===== src/rtl/regfile_pkg.sv =====
// Shared types and helpers for the multi-port register file: FSM state encoding,
// the hard-wired zero register index and the slice-offset helper for flattened port buses.
package regfile_pkg;

    typedef enum logic {
        RF_INIT = 1'b0,
        RF_RUN  = 1'b1
    } rf_state_e;

    localparam int REG_ZERO = 0;

    // Low bit of element idx in a bus built from equal-width fields.
    function automatic int slice_lo(input int idx, input int width);
        return idx * width;
    endfunction

endpackage


===== src/rtl/regfile_rd_port.sv =====
// One read port of the register file: zero register / clear-phase masking,
// priority write->read forwarding over all write ports, then the stored-value lookup.
module regfile_rd_port
    import regfile_pkg::*;
#(
    parameter int ADDR_WIDTH = 5,
    parameter int DATA_WIDTH = 32,
    parameter int NR_WR      = 1,
    parameter int BYPASS     = 1,
    parameter int DEPTH      = 2 ** ADDR_WIDTH
) (
    input  logic                        run,
    input  logic [ADDR_WIDTH-1:0]       raddr,
    input  logic [NR_WR-1:0]            wen,
    input  logic [NR_WR*ADDR_WIDTH-1:0] waddr,
    input  logic [NR_WR*DATA_WIDTH-1:0] wdata,
    input  logic [DEPTH*DATA_WIDTH-1:0] rf_flat,
    output logic [DATA_WIDTH-1:0]       rdata
);

    logic [DATA_WIDTH-1:0] stored_val;

    assign stored_val = rf_flat[slice_lo(int'(raddr), DATA_WIDTH) +: DATA_WIDTH];

    always_comb begin
        rdata = '0;
        if (run && (raddr != ADDR_WIDTH'(REG_ZERO))) begin
            rdata = stored_val;
            // Ascending scan so the highest-index enabled writer is the one forwarded.
            for (int i = 0; i < NR_WR; i++) begin
                if ((BYPASS != 0) && wen[i] &&
                    (waddr[slice_lo(i, ADDR_WIDTH) +: ADDR_WIDTH] == raddr)) begin
                    rdata = wdata[slice_lo(i, DATA_WIDTH) +: DATA_WIDTH];
                end
            end
        end
    end

endmodule


===== src/rtl/regfile_mp.sv =====
// Multi-port integer register file with per-register write decode, post-reset clear
// sweep (ready flag) and a flattened debug view of the stored contents.
module regfile_mp
    import regfile_pkg::*;
#(
    parameter int ADDR_WIDTH = 5,
    parameter int DATA_WIDTH = 32,
    parameter int NR_RD      = 2,
    parameter int NR_WR      = 1,
    parameter int BYPASS     = 1
) (
    input  logic                                 clk,
    input  logic                                 rst,
    input  logic [NR_WR-1:0]                     wen,
    input  logic [NR_WR*ADDR_WIDTH-1:0]          waddr,
    input  logic [NR_WR*DATA_WIDTH-1:0]          wdata,
    input  logic [NR_RD*ADDR_WIDTH-1:0]          raddr,
    output logic [NR_RD*DATA_WIDTH-1:0]          rdata,
    output logic                                 ready,
    output logic [(2**ADDR_WIDTH)*DATA_WIDTH-1:0] dbg_rf
);

    localparam int DEPTH = 2 ** ADDR_WIDTH;

    rf_state_e             state_reg, state_next;
    logic [ADDR_WIDTH-1:0] clr_cnt_reg, clr_cnt_next;
    logic                  run;

    always_ff @(posedge clk) begin
        if (rst) begin
            state_reg   <= RF_INIT;
            clr_cnt_reg <= '0;
        end else begin
            state_reg   <= state_next;
            clr_cnt_reg <= clr_cnt_next;
        end
    end

    always_comb begin
        state_next   = state_reg;
        clr_cnt_next = clr_cnt_reg;
        case (state_reg)
            RF_INIT: begin
                clr_cnt_next = clr_cnt_reg + ADDR_WIDTH'(1);
                if (&clr_cnt_reg) begin
                    state_next = RF_RUN;
                end
            end
            RF_RUN: begin
                state_next = RF_RUN;
            end
            default: begin
                state_next = RF_INIT;
            end
        endcase
    end

    assign run   = (state_reg == RF_RUN);
    assign ready = run;

    // Register 0 has no storage; its debug slice is tied low.
    assign dbg_rf[0 +: DATA_WIDTH] = '0;

    genvar gi;
    generate
        for (gi = 1; gi < DEPTH; gi++) begin : g_reg
            logic [DATA_WIDTH-1:0] val_reg;
            logic                  hit;
            logic [DATA_WIDTH-1:0] hit_data;

            // Later ports overwrite earlier matches, giving the highest index priority.
            always_comb begin
                hit      = 1'b0;
                hit_data = '0;
                for (int i = 0; i < NR_WR; i++) begin
                    if (wen[i] &&
                        (waddr[slice_lo(i, ADDR_WIDTH) +: ADDR_WIDTH] == ADDR_WIDTH'(gi))) begin
                        hit      = 1'b1;
                        hit_data = wdata[slice_lo(i, DATA_WIDTH) +: DATA_WIDTH];
                    end
                end
            end

            always_ff @(posedge clk) begin
                if (!run) begin
                    if (clr_cnt_reg == ADDR_WIDTH'(gi)) begin
                        val_reg <= '0;
                    end
                end else if (hit) begin
                    val_reg <= hit_data;
                end
            end

            assign dbg_rf[slice_lo(gi, DATA_WIDTH) +: DATA_WIDTH] = val_reg;
        end

        for (gi = 0; gi < NR_RD; gi++) begin : g_rd
            regfile_rd_port #(
                .ADDR_WIDTH (ADDR_WIDTH),
                .DATA_WIDTH (DATA_WIDTH),
                .NR_WR      (NR_WR),
                .BYPASS     (BYPASS),
                .DEPTH      (DEPTH)
            ) u_rd (
                .run     (run),
                .raddr   (raddr[slice_lo(gi, ADDR_WIDTH) +: ADDR_WIDTH]),
                .wen     (wen),
                .waddr   (waddr),
                .wdata   (wdata),
                .rf_flat (dbg_rf),
                .rdata   (rdata[slice_lo(gi, DATA_WIDTH) +: DATA_WIDTH])
            );
        end
    endgenerate

endmodule


===== config.mk =====
export PLATFORM = sky130hd
export DESIGN_NAME = regfile_mp
export DESIGN_NICKNAME = d
export VERILOG_FILES = /design/src/rtl/regfile_pkg.sv /design/src/rtl/regfile_rd_port.sv /design/src/rtl/regfile_mp.sv
export SDC_FILE = /design/constraint.sdc
export NUM_CORES = 2
export LEC_CHECK = 0
export ABC_AREA = 1
export BUFFER_PORTS_ARGS = -buffer_cell sky130_fd_sc_hd__buf_2
export CORE_AREA = 8 8 435 437
export CTS_BUF_LIST = sky130_fd_sc_hd__clkbuf_16
export DETAILED_ROUTE_END_ITERATION = 8
export DIE_AREA = 0 0 443 445
export GPL_TIMING_DRIVEN = 0
export PLACE_DENSITY = 0.57
export SETUP_SLACK_MARGIN = 0.2
export SLEW_MARGIN = 15
export SYNTH_ARGS = -nofsm -noshare
export SYNTH_HDL_FRONTEND = slang
export SYNTH_HIERARCHICAL = 1
export SYNTH_SLANG_ARGS = --single-unit
export TNS_END_PERCENT = 30

===== constraint.sdc =====
create_clock -name clk -period 5.5 [get_ports clk]
set_clock_uncertainty 0.1 [all_clocks]
set_input_delay 1.375 -clock clk [delete_from_list [all_inputs] [get_ports clk]]
set_output_delay 1.375 -clock clk [all_outputs]
set_load 0.005 [all_outputs]

* Word-level counts from Yosys, hierarchy flattened
Cells that the tools add are included. Widths: inputs -> output; s select.
Word-level totals: bits in registers 998, input bits 50, word-level logic and storage cells 393
Cells by class: add/sub/neg operators 1, eq/ne operators 95, shift-type cells 2, muxes and demuxes 161, bitwise logic cells 1, reductions and logical operators 100
Operators by type and width (number):
- $mux 32 | 128
- $shiftx 1024x11->32 | 2
- $eq 5x5->1 const B | 32
- $eq 5x4->1 const B | 16
- $ne 2x1->1 const B | 31
- $reduce_and 2->1 | 31
- $reduce_bool 2->1 | 31
- $eq 5x3->1 const B | 8
- $logic_and 1x1->1 | 35
- $mux 1 | 32
- $eq 5x2->1 const B | 4
- $eq 5x1->1 const B | 2
- $eq 5x5->1 | 2
- $reduce_bool 5->1 | 2
- $add 5x1->5 const B | 1
- $reduce_and 5->1 | 1
- $pmux 1 s2 | 1
- $not 1->1 | 1

* Depth between registers and ports, before layout
depth in word-level cells 5, mapped depth 13, mapped depth without buffers 9

* Hierarchy
The synthesis kept the hierarchy.
By module, submodules not included:
- regfile_mp | instances 1, cells each 2414, area an instance 35612.9 sq um, sequential area each 29908.7 sq um
- regfile_rd_port | instances 2, cells each 2900, area an instance 11974.0 sq um, sequential area each 0.0 sq um

* Worst setup path after synthesis
Ideal clock, no wire load.
path type input port to output port, start input port raddr[1], end output port rdata[17], arrival 2456 ps, data required time 4025 ps, path slack 1569 ps, stages on the path 9, buffers on the path 3, path through buf_2 -> buf_2 -> clkbuf_1 -> nand3_1 -> nand3_1 -> nand3_1 -> nand2_1 -> nand2_1 -> a21oi_1
Between the ends: longest elaborated chain between the ends 4
RTL lines:
- from (decl) | RTL line regfile_mp.sv:17 | input logic [NR_RD*ADDR_WIDTH-1:0] raddr,
- branches (longest 3 deep; another with $shiftx 1024x11->32)
- $mux 32 (*) | RTL line regfile_rd_port.sv:27 | if (run && (raddr != ADDR_WIDTH'(REG_ZERO))) begin
- to (decl) | RTL line regfile_mp.sv:18 | output logic [NR_RD*DATA_WIDTH-1:0] rdata,
Every way passes the cells marked *.

* Worst setup path in the final report
start input port raddr[5], end output port rdata[46]
The elaborated chain is that of the path after synthesis.

==> impl_results.md <==
* Slew @ Worst Pin at 1.336 ns
* Tmin final at 5.662 ns
* Leak at 0.03662 uW
* Mapped Avg Cell Area at 7.251 um^2
* #FFs+latches synth at 998
* Met3 wire length at 68,170 um
* PD cells at 262.0 mW/mm^2
* Largest cells by area after synthesis: edfxtp_1, nand2_1, nor2_1, nand3_1, inv_1
* Net Sw Frac at 31.13%
* Via/cell ratio at 5.947
* Synth top area share at 50.01%
* Hold path depth at 2
* GP Congestion at 1.060
* Met2 WL at 209,000 um
* H-Tree Level Count at 3
* Crit end category: primary output
* Crit path max fanout at 10
* FF+latch area at 0.02991 mm^2
* Largest net degree at the start of global routing at 33
* Outcome: complete, but fails checks
* DR top layer: met5
* Vias in the first global route at 63,570
* Starting Density at 32.71%
* Synth-to-Final Area Change at 27.37%
* Crit path required time at 4.03 ns
* Buffers on Ports at 1,100
* Mapped Cells at 8,214
* Die area at 0.1971 mm^2
* Reg2reg path depth at 7
* Worst EP arrival at 4.19 ns
* WHS Endpoint: clr_cnt_reg[0]
* Final HPWL DP at 409,500 um
* Syn. warnings at 6
* Sequential Power Share at 42.0%
* CTS Buffer Depth at 3
* Hold Crit Class: flop to flop
* Filler cells at 19,100
* Pwr Total at 19,870 uW
* Comb power frac at 14.6%
* Initial antenna violation count at 64
* P_int at 13,690 uW
* Gr usage total at 49.41%
* Via count at 72,200
* Reg-to-Reg End: g_reg[8].val_reg[24]
* Layout Cells excl Fill at 12,140
* Routed WL at 514,100 um
* Setup Viol. Count Final at 21
* Hold Violations, Final at 0
* TritonCTS clock tree: built
* Die W at 443 um
* Worst-Skew Late Latency at 0.82 ns
* Design area at 0.07586 mm^2
* Max reg flops at 992
* VDD IR max at 0.0002682 V
* Total CTS buffers at 120
* Layout cell share with drive strength beyond 1 at 21.92%
* Failing checks: setup timing
* Total negative slack at -1.255 ns
* Startpoint Class: primary input
* Post-DP Area at 0.07037 mm^2
* Hold path start: clr_cnt_reg[0]
* Clock sinks at 998
* DRC viols at 0
* Clock root buffer: clkbuf_16
* Synth Cell Area at 0.05956 mm^2
* Reg-to-Reg Start: ready
* Synth cell types at 25
* Met1 Wirelength at 181,200 um
* # placed instances at 11,860
* Setup slack, reg-to-reg at 2.31 ns
* Clock slew at reported path FFs at 0.07 ns
* Count of pins over their slew limit at 0
* Die H at 445 um
* Total of max-cap violations at 0
* Drt first pass iters at 8
* Grt total ovfl at 0
* Leading area contributor after synthesis: edfxtp_1
* Area occupied by multi-input gates at 0.02537 mm^2
* 1st-iter DRT viols at 13,240
* Net Sw Power at 6187 uW
* Upper clock frequency limit at 176.6 MHz
* Post-route ant nets at 0
* Core Footprint at 0.1821 mm^2
* Post-DR wirelength/cell at 42.35 um
* Unrepaired setup endpoints after global routing: yes
* Rel. slew slack at 10.93%
* Period utilization at 103.0%
* # IOs at 1,139
* Clock power share at 43.4%
* Crit Path Class: primary input to primary output
* Sequential area share after synthesis at 50.22%
* Setup WS post-layout at -0.1624 ns
* Nets at 9,657
* # hold bufs at CTS at 0
* Row cnt at 157
* Global-route wire length before repair at 646,400 um
==> how the worst max path moves through the flow <==
stage                         from              endpoint  slack, ns  depth (start not counted)
after floorplan           raddr[1]             rdata[17]       1.57                          9
after global placement       ready  g_reg[8].val_reg[25]      -2.87                          5
after detailed placement  raddr[7]             rdata[43]      -1.23                         12
after CTS                 raddr[2]             rdata[29]       0.09                         10
after global routing      raddr[5]             rdata[46]       0.07                         13
final                     raddr[5]             rdata[46]      -0.16                         11
==> cells by family (layout without fill, tap and decap cells) <==
logic type	Yosys count	count (layout)	synth area share, %
simple gates	5549	5549	37.08
other cells	1	144	0.006296
xor+xnor	2	2	0.02942
buf+inv	1338	2736	9.518
flops	998	998	50.22
fa+ha+maj	6	6	0.1260
compound gates	320	320	3.029
==> Yosys cell counts <==
master,n
a21oi_1,137
and3_1,1
buf_1,34
buf_2,328
buf_4,49
buf_6,7
clkbuf_1,240
conb_1,1
dfxtp_1,6
edfxtp_1,992
ha_1,6
inv_1,671
inv_2,9
nand2_1,3175
nand2_2,10
nand3_1,960
nand3_2,3
nor2_1,1397
nor2_2,2
nor3_1,1
o211a_1,2
o211ai_1,76
o21ai_0,103
o22ai_1,2
xor2_1,2
==> per-layer routing <==
layer,GRT usage [%],vias to the layer above
li1,-,28670
met1,59.66,35200
met2,70.88,6829
met3,16.24,1481
met4,42.12,20
met5,0,-
==> power by group through the flow <==
stage,sequential (uW),combinational (uW),clock [uW]
floorplan,8490,1070,0
global placement,8530,2520,0
detailed placement,8510,2580,0
CTS,8350,2660,8570
global route,8350,2830,8830
finish,8360,2900,8620
==> cell usage in the layout, fill, tap and decap left out, types with 9 or more instances in the layout <==
cell and count:
buf_12 22, clkbuf_16 122, nand2_2 40, buf_6 14
o211ai_1 76, clkbuf_1 95, edfxtp_1 992, diode_2 48
clkbuf_2 120, clkinv_2 22, bufinv_16 17, buf_4 103
buf_2 1383, a21oi_2 42, nand2_4 10, conb_1 96
nor2_2 29, buf_16 42, nand2_1 3135, o21ai_0 80
nor2_1 1359, a21oi_4 9, clkbuf_4 28, a21oi_1 86
nor2_4 11, clkinvlp_4 14, clkinv_1 15, nand3_1 925
nand3_2 33, inv_1 692, o21ai_4 23
==> stage by stage <==
step / hold WS (ns) / utilization [%] / worst slack, ns
final: 0.4471 / 41.66 / -0.1624
after global routing: 0.4799 / 41.60 / 0.06952
after CTS: 0.4446 / 41.47 / 0.08621
after detailed placement: 0.4348 / 38.64 / -1.230
after global placement: 0.4205 / 37.57 / -2.869
after floorplan: 0.4009 / - / 1.569
==> worst max-delay path: stages <==
cell and delay (ns):
buf_4 0.18, buf_4 0.44, clkbuf_4 0.51, nand2_1 0.11
nand3_1 0.11, nand3_1 0.22, nand3_1 0.42, nand2_1 0.22
nand2_1 0.24, a21oi_1 0.10, buf_2 0.15
==> timing repair <==
item / 4_1_cts / 5_1_grt
endpoints found under the hold margin: 0 / 0
buffers inserted: 6 / 0
pin swaps: 4 / 0
gates resized for setup: 384 / 82
setup endpoints to repair: 64 / 60
==> area by class of cell <==
| type | instances | share of cell area [%] |
|---|---|---|
| inverter | 680 | 3.391 |
| tap | 2385 | 3.934 |
| timing repair buffer | 1171 | 9.451 |
| multi-input combinational | 5973 | 33.44 |
| clock inverter | 106 | 1.369 |
| buffer | 657 | 4.804 |
| antenna | 48 | 0.1583 |
| clock buffer | 122 | 4.024 |
| sequential | 998 | 39.43 |
No activity file was read; power rests on OpenSTA's default activity.
